--- src/rtl/vidmem_write_controller_pkg.sv ---
// vidmem_write_controller_pkg: text geometry, opcodes and command record for the video memory write sequencer
package vidmem_write_controller_pkg;
  localparam int TEXT_COLS = 80;
  localparam int TEXT_ROWS = 30;
  localparam int COL_W = 8;
  localparam int ROW_W = 6;
  localparam int VAL_W = 16;
  localparam int OP_W = 3;
  typedef enum logic [OP_W-1:0] {
    VCMD_NOP = 3'd0,
    VCMD_PUTCHAR = 3'd1,
    VCMD_GOTO = 3'd2,
    VCMD_NEWLINE = 3'd3,
    VCMD_CLEAR_SCREEN = 3'd4,
    VCMD_CLEAR_EOL = 3'd5
  } vcmd_t;
  typedef enum logic {IDLE, FILL} state_t;
  typedef struct packed {
    logic [OP_W-1:0] op;
    logic [COL_W-1:0] x;
    logic [ROW_W-1:0] y;
    logic [VAL_W-1:0] value;
  } cmd_t;
endpackage

--- src/rtl/vidmem_write_controller_if.sv ---
// vidmem_write_controller_if: terminal command handshake between host decoder and write sequencer
interface vidmem_write_controller_if;
  import vidmem_write_controller_pkg::*;
  logic cmd_valid;
  logic cmd_ready;
  logic [OP_W-1:0] cmd_op;
  logic [COL_W-1:0] cmd_x;
  logic [ROW_W-1:0] cmd_y;
  logic [VAL_W-1:0] cmd_value;
  modport master (output cmd_valid, cmd_op, cmd_x, cmd_y, cmd_value, input cmd_ready);
  modport slave (input cmd_valid, cmd_op, cmd_x, cmd_y, cmd_value, output cmd_ready);
endinterface

--- src/rtl/vidmem_cmd_fifo.sv ---
// vidmem_cmd_fifo: generic synchronous FIFO; a push into a full FIFO succeeds when a pop happens on the same edge
module vidmem_cmd_fifo #(
  parameter int W = 8,
  parameter int DEPTH = 4
) (
  input  logic clk,
  input  logic rst,
  input  logic push,
  input  logic pop,
  input  logic [W-1:0] din,
  output logic [W-1:0] dout,
  output logic full,
  output logic empty
);
  localparam int AW = DEPTH > 1 ? $clog2(DEPTH) : 1;
  logic [W-1:0] mem [DEPTH];
  logic [AW-1:0] wp, rp;
  logic [AW:0] cnt;
  logic do_push, do_pop;
  assign full = cnt == (AW+1)'(DEPTH);
  assign empty = cnt == '0;
  assign do_pop = pop && !empty;
  assign do_push = push && (!full || do_pop);
  assign dout = mem[rp];
  always_ff @(posedge clk) begin
    if (rst) begin
      wp <= '0;
      rp <= '0;
      cnt <= '0;
    end else begin
      if (do_push) begin
        mem[wp] <= din;
        wp <= wp == AW'(DEPTH-1) ? '0 : wp + 1'b1;
      end
      if (do_pop) rp <= rp == AW'(DEPTH-1) ? '0 : rp + 1'b1;
      cnt <= cnt + (AW+1)'(do_push) - (AW+1)'(do_pop);
    end
  end
endmodule

--- src/rtl/vidmem_write_controller.sv ---
// vidmem_write_controller: turns terminal commands into single-cell video memory writes; VIDMEM_CMD_FIFO_EN adds a 4-deep command FIFO
module vidmem_write_controller
  import vidmem_write_controller_pkg::*;
#(
  parameter int COLS = TEXT_COLS,
  parameter int ROWS = TEXT_ROWS
) (
  input  logic clk,
  input  logic reset,
  vidmem_write_controller_if.slave cmd,
  output logic write,
  output logic [COL_W-1:0] xtextwrite,
  output logic [ROW_W-1:0] ytextwrite,
  output logic [VAL_W-1:0] value,
  output logic [COL_W-1:0] cursor_x,
  output logic [ROW_W-1:0] cursor_y,
  output logic busy
);
  localparam logic [COL_W-1:0] XMAX = COL_W'(COLS-1);
  localparam logic [ROW_W-1:0] YMAX = ROW_W'(ROWS-1);
  state_t state, state_n;
  logic eol, eol_n, write_n, idle, last, s_valid;
  logic [COL_W-1:0] xw_n, cx_n;
  logic [ROW_W-1:0] yw_n, cy_n;
  logic [VAL_W-1:0] val_n;
  cmd_t s_cmd;
  assign idle = state == IDLE;
  assign busy = !idle;
`ifdef VIDMEM_CMD_FIFO_EN
  logic full, empty;
  assign cmd.cmd_ready = !full && !reset;
  assign s_valid = !empty;
  vidmem_cmd_fifo #(.W($bits(cmd_t)), .DEPTH(4)) u_fifo (
    .clk(clk),
    .rst(reset),
    .push(cmd.cmd_valid && cmd.cmd_ready),
    .pop(idle),
    .din({cmd.cmd_op, cmd.cmd_x, cmd.cmd_y, cmd.cmd_value}),
    .dout(s_cmd),
    .full(full),
    .empty(empty)
  );
`else
  assign cmd.cmd_ready = idle && !reset;
  assign s_valid = cmd.cmd_valid;
  assign s_cmd = {cmd.cmd_op, cmd.cmd_x, cmd.cmd_y, cmd.cmd_value};
`endif
  // the write address registers double as the fill walker
  assign last = xtextwrite == XMAX && (eol || ytextwrite == YMAX);
  always_comb begin
    state_n = state;
    write_n = 1'b0;
    xw_n = xtextwrite;
    yw_n = ytextwrite;
    val_n = value;
    eol_n = eol;
    cx_n = cursor_x;
    cy_n = cursor_y;
    if (!idle) begin
      if (last) state_n = IDLE;
      else begin
        write_n = 1'b1;
        xw_n = xtextwrite == XMAX ? '0 : xtextwrite + 1'b1;
        yw_n = xtextwrite == XMAX ? ytextwrite + 1'b1 : ytextwrite;
      end
    end else if (s_valid) begin
      case (s_cmd.op)
        VCMD_PUTCHAR: begin
          write_n = 1'b1;
          xw_n = cursor_x;
          yw_n = cursor_y;
          val_n = s_cmd.value;
          cx_n = cursor_x == XMAX ? '0 : cursor_x + 1'b1;
          cy_n = cursor_x != XMAX ? cursor_y : cursor_y == YMAX ? '0 : cursor_y + 1'b1;
        end
        VCMD_GOTO: begin
          cx_n = s_cmd.x > XMAX ? XMAX : s_cmd.x;
          cy_n = s_cmd.y > YMAX ? YMAX : s_cmd.y;
        end
        VCMD_NEWLINE: begin
          cx_n = '0;
          cy_n = cursor_y == YMAX ? '0 : cursor_y + 1'b1;
        end
        VCMD_CLEAR_SCREEN: begin
          state_n = FILL;
          write_n = 1'b1;
          xw_n = '0;
          yw_n = '0;
          val_n = s_cmd.value;
          eol_n = 1'b0;
          cx_n = '0;
          cy_n = '0;
        end
        VCMD_CLEAR_EOL: begin
          state_n = FILL;
          write_n = 1'b1;
          xw_n = cursor_x;
          yw_n = cursor_y;
          val_n = s_cmd.value;
          eol_n = 1'b1;
        end
        default: ;
      endcase
    end
  end
  always_ff @(posedge clk) begin
    if (reset) begin
      state <= IDLE;
      write <= 1'b0;
      xtextwrite <= '0;
      ytextwrite <= '0;
      value <= '0;
      eol <= 1'b0;
      cursor_x <= '0;
      cursor_y <= '0;
    end else begin
      state <= state_n;
      write <= write_n;
      xtextwrite <= xw_n;
      ytextwrite <= yw_n;
      value <= val_n;
      eol <= eol_n;
      cursor_x <= cx_n;
      cursor_y <= cy_n;
    end
  end
endmodule

--- src/flat_wrapper.sv ---
// flat-port wrapper written by rule: the top's interface ports become plain ports
module vidmem_write_controller_flat import vidmem_write_controller_pkg::*;
#(
  parameter int COLS = TEXT_COLS,
  parameter int ROWS = TEXT_ROWS
)
  (clk, reset, write, xtextwrite, ytextwrite, value, cursor_x, cursor_y, busy, cmd_cmd_valid, cmd_cmd_op, cmd_cmd_x, cmd_cmd_y, cmd_cmd_value, cmd_cmd_ready);
  vidmem_write_controller_if cmd_i ();
  input  logic clk;
  input  logic reset;
  output logic write;
  output logic [COL_W-1:0] xtextwrite;
  output logic [ROW_W-1:0] ytextwrite;
  output logic [VAL_W-1:0] value;
  output logic [COL_W-1:0] cursor_x;
  output logic [ROW_W-1:0] cursor_y;
  output logic busy;
  input wire logic [$bits(cmd_i.cmd_valid)-1:0] cmd_cmd_valid;
  input wire logic [$bits(cmd_i.cmd_op)-1:0] cmd_cmd_op;
  input wire logic [$bits(cmd_i.cmd_x)-1:0] cmd_cmd_x;
  input wire logic [$bits(cmd_i.cmd_y)-1:0] cmd_cmd_y;
  input wire logic [$bits(cmd_i.cmd_value)-1:0] cmd_cmd_value;
  output wire logic [$bits(cmd_i.cmd_ready)-1:0] cmd_cmd_ready;
  assign cmd_i.cmd_valid = cmd_cmd_valid;
  assign cmd_i.cmd_op = cmd_cmd_op;
  assign cmd_i.cmd_x = cmd_cmd_x;
  assign cmd_i.cmd_y = cmd_cmd_y;
  assign cmd_i.cmd_value = cmd_cmd_value;
  assign cmd_cmd_ready = cmd_i.cmd_ready;
  vidmem_write_controller #(.COLS(COLS), .ROWS(ROWS)) u_core (.clk(clk), .reset(reset), .cmd(cmd_i), .write(write), .xtextwrite(xtextwrite), .ytextwrite(ytextwrite), .value(value), .cursor_x(cursor_x), .cursor_y(cursor_y), .busy(busy));
endmodule
--- config.mk ---
export PLATFORM = sky130hd
export DESIGN_NAME = vidmem_write_controller_flat
export DESIGN_NICKNAME = d
export VERILOG_FILES = /design/src/rtl/vidmem_write_controller_pkg.sv /design/src/rtl/vidmem_write_controller_if.sv /design/src/rtl/vidmem_cmd_fifo.sv /design/src/rtl/vidmem_write_controller.sv /design/src/flat_wrapper.sv
export SDC_FILE = /design/constraint.sdc
export NUM_CORES = 1
export LEC_CHECK = 0
export BUFFER_PORTS_ARGS = -buffer_cell sky130_fd_sc_hd__buf_2
export CAP_MARGIN = 20
export CORE_ASPECT_RATIO = 0.7
export CORE_UTILIZATION = 40
export DETAILED_ROUTE_END_ITERATION = 8
export PLACE_DENSITY = 0.63
export REMOVE_ABC_BUFFERS = 1
export SLEW_MARGIN = 40
export SYNTH_ARGS = -nofsm -noshare
export SYNTH_HDL_FRONTEND = slang
export SYNTH_SLANG_ARGS = --single-unit
--- constraint.sdc ---
create_clock -name clk -period 5.6 [get_ports clk]
set_clock_uncertainty 0.1 [all_clocks]
set_input_delay 0.28 -clock clk [delete_from_list [all_inputs] [get_ports clk]]
set_output_delay 0.28 -clock clk [all_outputs]
set_load 0.03 [all_outputs]
==> flow_metrics.tcl, run 1 <==
set metrics [dict create \
    final_common_cell "buf_2" \
    floorplan.rows 24 \
    async_reset_ff_frac 0 \
    setup_slack_ns 3.153 \
    finalInstanceArea_um2 3138 \
    vias 2647 \
    area_growth_pct 20.98 \
    clock-sinks 47 \
    synth_top_area_frac 0.3628 \
    synth-seq-area-share 0.3628 \
    path_max_fanout 19 \
    leakagePower_uw 0.001262 \
    clock_path_buffers 2 \
    clk_latency_ns 0.31 \
    ys_top_cells_by_area "dfxtp_1, nand2_1, a21oi_1, nor2_1, o21ai_0" \
    yosys_warnings 0 \
    hold_path_class "primary input to flop" \
    num-fill-cells 635 \
    antenna_left 0 \
    dr.pass1.iters 6 \
    dieArea_um2 6815 \
    drc 5 \
    finalHoldWorstSlack_ns 0.1100 \
    grt_pass1_vias 2341 \
    syn_avg_cell_area_um2 7.789 \
    grt_overflow_total 0 \
    worstSetupPathType "flop to flop" \
    maxCapViolations 0 \
    final_util 0.5024 \
    die_h_um 69.37 \
    worstSetupEndpointType "flop" \
    syn_inst 333 \
    fin_setup_tns_ns 0 \
    period_share 0.4370 \
    finalHoldViolCount 0 \
    p_per_area_nw_per_um2 246.2 \
    max_slew.worst_pin.slew_ns 0.7342 \
    grt_max_degree 52 \
    finalSetupViolations 0 \
    coreArea_um2 6246 \
    cts-root-buf "clkbuf_8" \
    antenna_found_initial 0 \
    yosysUniqueCellTypes 57 \
    cts_tree "done" \
    drt-initial-drc-count 126 \
    grt_pass1_wl_um 11550 \
    ys_ff_latch 47 \
    ctsResizeCount 0 \
    crit_path_start_kind "flop" \
    outcome "finished with violations" \
    io_pins 83 \
    ys.flop_type "dfxtp_1" \
    drive_gt1_frac 0.2689 \
    relSlewSlack 0.5105 \
    fmax_ghz 0.4087 \
    dpl_cell_area_um2 3038 \
    clk_pin_slew_ns 0.09 \
    hold_buffers 0 \
    multi_input_area_um2 1545 \
    grt_usage 0.2112 \
    nets 450 \
    min_period_ns 2.447 \
    h-tree-depth 2 \
    yosysTopAreaCell "dfxtp_1" \
    netlist_area_um2 2594 \
    floorplan.initialDensity 0.4153 \
    cts_inserted_buffers 5 \
    io_buffer_count 82 \
    gp_congestion 0.8544 \
    vdd_drop_max_v 0.0001164 \
    vias_per_cell 5.435 \
    violations "DRC" \
    dp_hpwl_um 5139 \
    post-place-ws_ns 3.175 \
    slew_viol_final 0 \
    routedWlPerCell_um 14.33 \
    post_cts_buffers 0 \
    drt_wl_total_um 6978 \
    diodes 0 \
    cp.arrival_ns 2.53 \
    ff_latch_area_um2 940.9 \
    synth-edff-count 0 \
    cp_data_required_time_ns 5.68 \
    rsz0062_at_grt "false" \
    die_w_um 98.25 \
    final_cell_mix "buf_2, nand2_1, dfxtp_1" \
]
-- critical path: stages, from the launching register on --
cell and delay [ns]:
dfxtp_1 0.67, nand2b_4 0.28, or3_1 0.60, nand3_1 0.39, nor2_1 0.23, nor3_2 0.06
-- stage by stage --
stage	total power [uW]	instances
after floorplan	488.3	318
after global routing	811.9	487
final	772.7	487
after detailed placement	551.3	479
after CTS	776.9	487
after global placement	548.4	479
-- path summary, 6_finish.rpt --
check | from | to | slack (ns) | depth (start not counted)
setup / recovery | u_core.busy$_SDFF_PP0_ | u_core.xtextwrite[1]$_SDFFE_PP0P_ | 3.15 | 5
hold / removal | cmd_cmd_value[11] | u_core.value[11]$_SDFFE_PP0P_ | 0.11 | 3
setup reg to reg | u_core.busy$_SDFF_PP0_ | u_core.xtextwrite[1]$_SDFFE_PP0P_ | 3.15 | 5
hold reg to reg | u_core.value[13]$_SDFFE_PP0P_ | u_core.value[13]$_SDFFE_PP0P_ | 0.35 | 2
-- layer usage --
| metal | vias up | wire length (um) | track usage | part of all wire |
|---|---|---|---|---|
| li1 | 1342 | - | - | - |
| met1 | 1240 | 3724 | 0.3252 | 0.53 |
| met2 | 60 | 2887 | 0.2981 | 0.41 |
| met3 | 5 | 315 | 0.03931 | 0.045 |
| met4 | 0 | 51 | 0.05473 | 0.0073 |
| met5 | - | 0 | 0 | 0 |
-- where the power goes --
part	internal (uW)	total [uW]	leakage (uW)	switching [uW]
registers	351	374	0.000382	23.4
logic	59.0	171	0.000828	112
clock network	113	228	0.0000515	115
-- Yosys cell counts, drive strengths merged, types with 3 or more instances --
cell type and instances:
a22oi 5, a31oi 4, a2bb2oi 3, a211oi 7, nand2b 8, nand3 15, nor2 30, o21ai 26
nor3 8, and3 3, ha 6, or3 3, inv 9, or2 4, dfxtp 47, clkbuf 11
nor3b 3, o32ai 6, nand2 58, a21oi 36, nor2b 6, buf 4
-- logic make-up after synthesis --
| logic type | share of synthesized area |
|---|---|
| AOI/OAI and AO/OA | 0.2615 |
| xor gates and xnor gates | 0.01013 |
| adders and majority gates | 0.02894 |
| buffers and inverters | 0.04534 |
| DFF | 0.3628 |
| and+or+nand+nor | 0.2914 |
-- state kept, by name, summed over array words and instances, names as in the netlist --
signal and count:
u_core.ytextwrite 6, u_core.eol 1, u_core.cursor_y 6, u_core.value 16, u_core.write 1, u_core.cursor_x 8
u_core.busy 1, u_core.xtextwrite 8
-- cell type report --
class,instances,area share
Sequential cell,47,0.2998
Inverter,9,0.01077
Clock buffer,8,0.03190
Timing Repair Buffer,83,0.1340
Tap cell,78,0.03110
Multi-Input combinational cell,262,0.4924
No activity file was read; power rests on OpenSTA's default activity.
==> inputs of run 2 (changes only) <==
clock period = 2.55 ns   (was 5.6 ns; I/O delays follow)
==> run 2 against run 1 <==
Against the previous run:
- the flow still finishes with violations (DRC)
- largest cell class unchanged
- die area unchanged
- first-iteration DRC count rose by 17%
- sequential power increased by 120%
- largest power group unchanged
- clock power grew 100%
- critical endpoint unchanged
==> flow_metrics.tcl, run 2 (synthesis results as in run 1) <==
set metrics [dict create \
    outcome "finished with violations" \
    violations "DRC" \
    finalHoldViolCount 0 \
    nets 472 \
    antenna_found_initial 0 \
    power_uw 1687 \
    cp.arrival_ns 2.19 \
    die_h_um 69.37 \
    hold_path_class "primary input to flop" \
    p_sw_uw 572.3 \
    pwr-share-comb 0.245 \
    worstRegToRegCells 6 \
    slew_viol_final 0 \
    vdd_drop_max_v 0.0002455 \
    dp_hpwl_um 5286 \
    dr.pass1.iters 7 \
    post_cts_buffers 0 \
    grt_overflow_total 0 \
    cts_tree "done" \
    final_common_cell "buf_2" \
    grt_pass1_wl_um 12310 \
    dieArea_um2 6815 \
    swShare 0.3393 \
    coreArea_um2 6246 \
    worstSetupPathType "flop to flop" \
    period_share 0.8327 \
    area_growth_pct 27.98 \
    min_period_ns 2.123 \
    largest_reg_flops 16 \
    drt-initial-drc-count 148 \
    regMostFlops "u_core.value" \
    vias_per_cell 5.462 \
    fmax_ghz 0.4710 \
    max_slew.worst_pin.slew_ns 0.6822 \
    io_pins 83 \
    slowest_delay_ns 0.52 \
    intPower_uw 1114 \
    path_max_fanout 7 \
    ctsResizeCount 0 \
    cts-root-buf "clkbuf_8" \
    leakagePower_uw 0.001344 \
    diodes 0 \
    p_seq_frac 0.482 \
    grt_pass1_vias 2561 \
    die_w_um 98.25 \
    grt_usage 0.2219 \
    io_buffer_count 82 \
    routedWlPerCell_um 14.38 \
    min_path_cells 3 \
    antenna_left 0 \
    vias 2780 \
    p_per_area_nw_per_um2 508.1 \
    gp_congestion 0.9233 \
    drc 5 \
    grt_max_degree 36 \
    maxCapViolations 0 \
    clock_power_share 0.274 \
    floorplan.rows 24 \
    ff_latch_area_um2 940.9 \
    finalSetupViolations 0 \
    multi_input_area_um2 1535 \
    num-fill-cells 619 \
    crit_path_start_kind "flop" \
    relSlewSlack 0.5452 \
    drt_wl_total_um 7319 \
    final_cell_mix "buf_2, nand2_1, dfxtp_1" \
    rsz0062_at_grt "false" \
    clock_path_buffers 2 \
    clock-sinks 47 \
    h-tree-depth 2 \
    clk_pin_slew_ns 0.09 \
    path_cells "ha_1 -> nand4_1 -> o21ai_0 -> nand3_1 -> nor2_1 -> nor3_2" \
    clk_latency_ns 0.30 \
    cts_inserted_buffers 5 \
    floorplan.initialDensity 0.4153 \
    drive_gt1_frac 0.2668 \
    fin_setup_tns_ns 0 \
    cp_data_required_time_ns 2.62 \
    cpMaxStageDelayCell "o21ai_0" \
    reg_top3 "u_core.value (16), u_core.cursor_x (8), u_core.xtextwrite (8)" \
    worstSetupEndpointType "flop" \
]
==> run 2: routing by layer <==
| layer | GRT usage | vias up | wire length [um] |
|---|---|---|---|
| met1 | 0.3245 | 1296 | 3660 |
| met3 | 0.03931 | 10 | 431 |
| met5 | 0 | - | 0 |
| met4 | 0.04975 | 0 | 55 |
| li1 | - | 1393 | - |
| met2 | 0.3396 | 81 | 3171 |
==> run 2: layout make-up <==
class / count / area share
repair buffers: 105 / 0.1877
well taps: 78 / 0.02940
inverters: 9 / 0.01018
multi-input cells: 262 / 0.4625
clock buffers: 5 / 0.02073
flip-flops and latches: 47 / 0.2835
clock inverters: 3 / 0.006031
==> run 2: repair_timing <==
action,CTS,global route
hold buffers,16,0
setup endpoints to repair,0,0
endpoints found under the hold margin,16,0
==> run 2: path summary, 6_finish.rpt <==
kind                                     startpoint                                end  slack (ns)
setup / recovery  u_core.ytextwrite[0]$_SDFFE_PP0P_  u_core.xtextwrite[1]$_SDFFE_PP0P_        0.43
hold / removal                         cmd_cmd_x[0]    u_core.cursor_x[0]$_SDFFE_PP0P_        0.03
setup reg to reg  u_core.ytextwrite[0]$_SDFFE_PP0P_  u_core.xtextwrite[1]$_SDFFE_PP0P_        0.43
hold reg to reg       u_core.value[12]$_SDFFE_PP0P_      u_core.value[12]$_SDFFE_PP0P_        0.36
==> run 2: power by group through the flow <==
stage,registers [uW],clock network (uW),logic [uW]
detailed placement,829,0,391
finish,813,461,412
CTS,812,476,412
global route,819,509,453
floorplan,897,0,175
global placement,825,0,391
==> run 2: stage by stage <==
step	instances	utilization	setup slack, ns	instance area, um^2	hold WS [ns]
3_3_place_gp	485	0.4916	0.5450	3070	0.2685
3_5_place_dp	485	0.4916	0.4362	3070	0.2738
4_1_cts	509	0.5315	0.4141	3319	0.03977
6_report	509	0.5315	0.4266	3319	0.03471
2_1_floorplan	318	-	0.3866	2510	0.08994
5_1_grt	509	0.5315	0.1751	3319	0.06845
==> run 2: worst max-delay path: cells and delay by family, from the launching register on <==
kind / cells / cell delay (ns)
compound gates: 1 / 0.52
fa+ha+maj: 1 / 0.19
flops: 1 / 0.44
simple gates: 4 / 0.75
==> inputs of run 3 (changes only) <==
clock period = 2 ns   (was 2.55 ns; I/O delays follow)
==> run 3 against run 2 <==
Against the previous run:
- the flow still finishes with violations (DRC)
- count of clock-buffer cells in the layout unchanged
- fmax is 9.7% higher
- routed wire length grew 2.7%
- first-iteration DRC count is 10% lower
- sequential share of layout area fell by 2.1 points
- setup slack got worse by 0.36 ns
- sequential cell count unchanged
- core utilization increased by 4.2 points
- non-clock buffer count is 33 higher
- final area increased by 7.8%
- combinational power up 50%
- largest cell class unchanged
- highest routed layer unchanged
==> flow_metrics.tcl, run 3 (synthesis results as in run 1) <==
set metrics [dict create \
    final_cell_mix "buf_2, nand2_1, dfxtp_1" \
    grt_usage 0.2286 \
    violations "DRC" \
    drive_gt1_frac 0.3190 \
    cpMaxStageDelayCell "or4b_4" \
    clock_power_share 0.266 \
    maxCapViolations 0 \
    leakagePower_uw 0.001524 \
    relSlewSlack 0.7005 \
    grt_overflow_total 0 \
    routedWlPerCell_um 13.87 \
    largest_reg_flops 16 \
    drc 1 \
    drt_wl_total_um 7519 \
    slew_viol_final 0 \
    cts_tree "done" \
    vias 2869 \
    clock_path_buffers 2 \
    num-fill-cells 589 \
    clock-sinks 47 \
    cp.arrival_ns 2.06 \
    final_common_cell "buf_2" \
    drt-initial-drc-count 133 \
    reg_top3 "u_core.value (16), u_core.cursor_x (8), u_core.xtextwrite (8)" \
    finalHoldViolCount 0 \
    clk_pin_slew_ns 0.09 \
    max_slew.worst_pin.slew_ns 0.4479 \
    hold_path_class "primary input to flop" \
    diodes 0 \
    period_share 0.9680 \
    cts_inserted_buffers 5 \
    floorplan.initialDensity 0.4153 \
    crit_buf_inv 1 \
    worstSetupPathType "flop to flop" \
    path_max_fanout 7 \
    die_h_um 69.37 \
    finalHoldWorstSlack_ns 0.002015 \
    outcome "finished with violations" \
    area_growth_pct 38.01 \
    intPower_uw 1473 \
    antenna_left 0 \
    gp_congestion 0.9547 \
    die_w_um 98.25 \
    grt_max_degree 38 \
    cp_data_required_time_ns 2.12 \
    p_per_area_nw_per_um2 618.4 \
    rsz0062_at_grt "false" \
    dieArea_um2 6815 \
    crit_path_start_kind "flop" \
    crit_family "compound AO/OA/AOI/OAI gates" \
    io_buffer_count 82 \
    final_cells 542 \
    swShare 0.3346 \
    crit_start "u_core.xtextwrite[7]$_SDFFE_PP0P_" \
    floorplan.rows 24 \
    clk_latency_ns 0.31 \
    min_from "cmd_cmd_x[1]" \
    finalSetupViolations 0 \
    grt_pass1_wl_um 12660 \
    dp_cells 517 \
    fmax_ghz 0.5166 \
    h-tree-depth 2 \
    slowest_delay_ns 0.58 \
    io_pins 83 \
    path_cells "or4b_4 -> o31ai_4 -> buf_4 -> a21oi_1 -> a211oi_1" \
    p_seq_frac 0.455 \
    regMostFlops "u_core.value" \
    p_sw_uw 740.6 \
    nets 505 \
    vias_per_cell 5.293 \
    min_period_ns 1.936 \
    cts-root-buf "clkbuf_8" \
    grt_pass1_vias 2622 \
    rr_startpoint "u_core.xtextwrite[7]$_SDFFE_PP0P_" \
    dr.pass1.iters 9 \
    worstSetupEndpointType "flop" \
    coreArea_um2 6246 \
    antenna_found_initial 0 \
    vdd_drop_max_v 0.0003981 \
    pwr-share-comb 0.279 \
    dp_hpwl_um 5506 \
]
==> run 3: layout make-up <==
| cell class | instances | area, um^2 | area share |
|---|---|---|---|
| Clock buffer | 5 | 68.82 | 0.01922 |
| Clock inverter | 3 | 20.02 | 0.005592 |
| Inverter | 9 | 33.78 | 0.009437 |
| Multi-Input combinational cell | 262 | 1535 | 0.4289 |
| Sequential cell | 47 | 940.9 | 0.2628 |
| Tap cell | 78 | 97.59 | 0.02726 |
| Timing Repair Buffer | 138 | 883.3 | 0.2468 |
==> run 3: final timing paths <==
kind	to	slack, ns	cells past startpoint
min reg2reg	u_core.value[1]$_SDFFE_PP0P_	0.36	2
min	u_core.cursor_x[1]$_SDFFE_PP0P_	0.002	3
max reg2reg	u_core.ytextwrite[3]$_SDFFE_PP0P_	0.06	5
max	u_core.ytextwrite[3]$_SDFFE_PP0P_	0.06	5
==> run 3: what timing repair did <==
| item | in CTS | in global routing |
|---|---|---|
| buffers inserted | 0 | 1 |
| setup endpoints to repair | 0 | 11 |
| hold endpoints to repair | 16 | 0 |
| gates resized for setup | 0 | 1 |
| hold buffers | 16 | 0 |
==> run 3: tightest hold or removal path, delay by kind of cell <==
kind                   cells  cell delay (ns)
AOI/OAI and AO/OA          2             0.20
buffers and inverters      1             0.07
==> run 3: power groups by stage <==
| stage | logic [uW] | clock network (uW) | registers [uW] |
|---|---|---|---|
| after global placement | 581 | 0 | 1030 |
| after detailed placement | 586 | 0 | 1030 |
| after floorplan | 223 | 0 | 1140 |
| final | 618 | 588 | 1010 |
| after CTS | 613 | 605 | 1010 |
| after global routing | 676 | 638 | 1010 |
==> run 3: per-stage QoR <==
step	setup WS, ns	util	power (uW)	TNS, ns	area [um^2]
floorplan	-0.1634	-	1367	-2.183	2510
global placement	0.1625	0.5321	1608	0	3323
detailed placement	0.1020	0.5321	1615	0	3323
CTS	0.07734	0.5719	2225	0	3572
global route	0.002634	0.5731	2327	0	3580
finish	0.06410	0.5731	2214	0	3580
==> run 3: layer usage <==
layer	global-route usage	share of wire
met3	0.04435	0.058
met2	0.3427	0.43
met1	0.3363	0.50
met4	0.05638	0.0072
met5	0	0
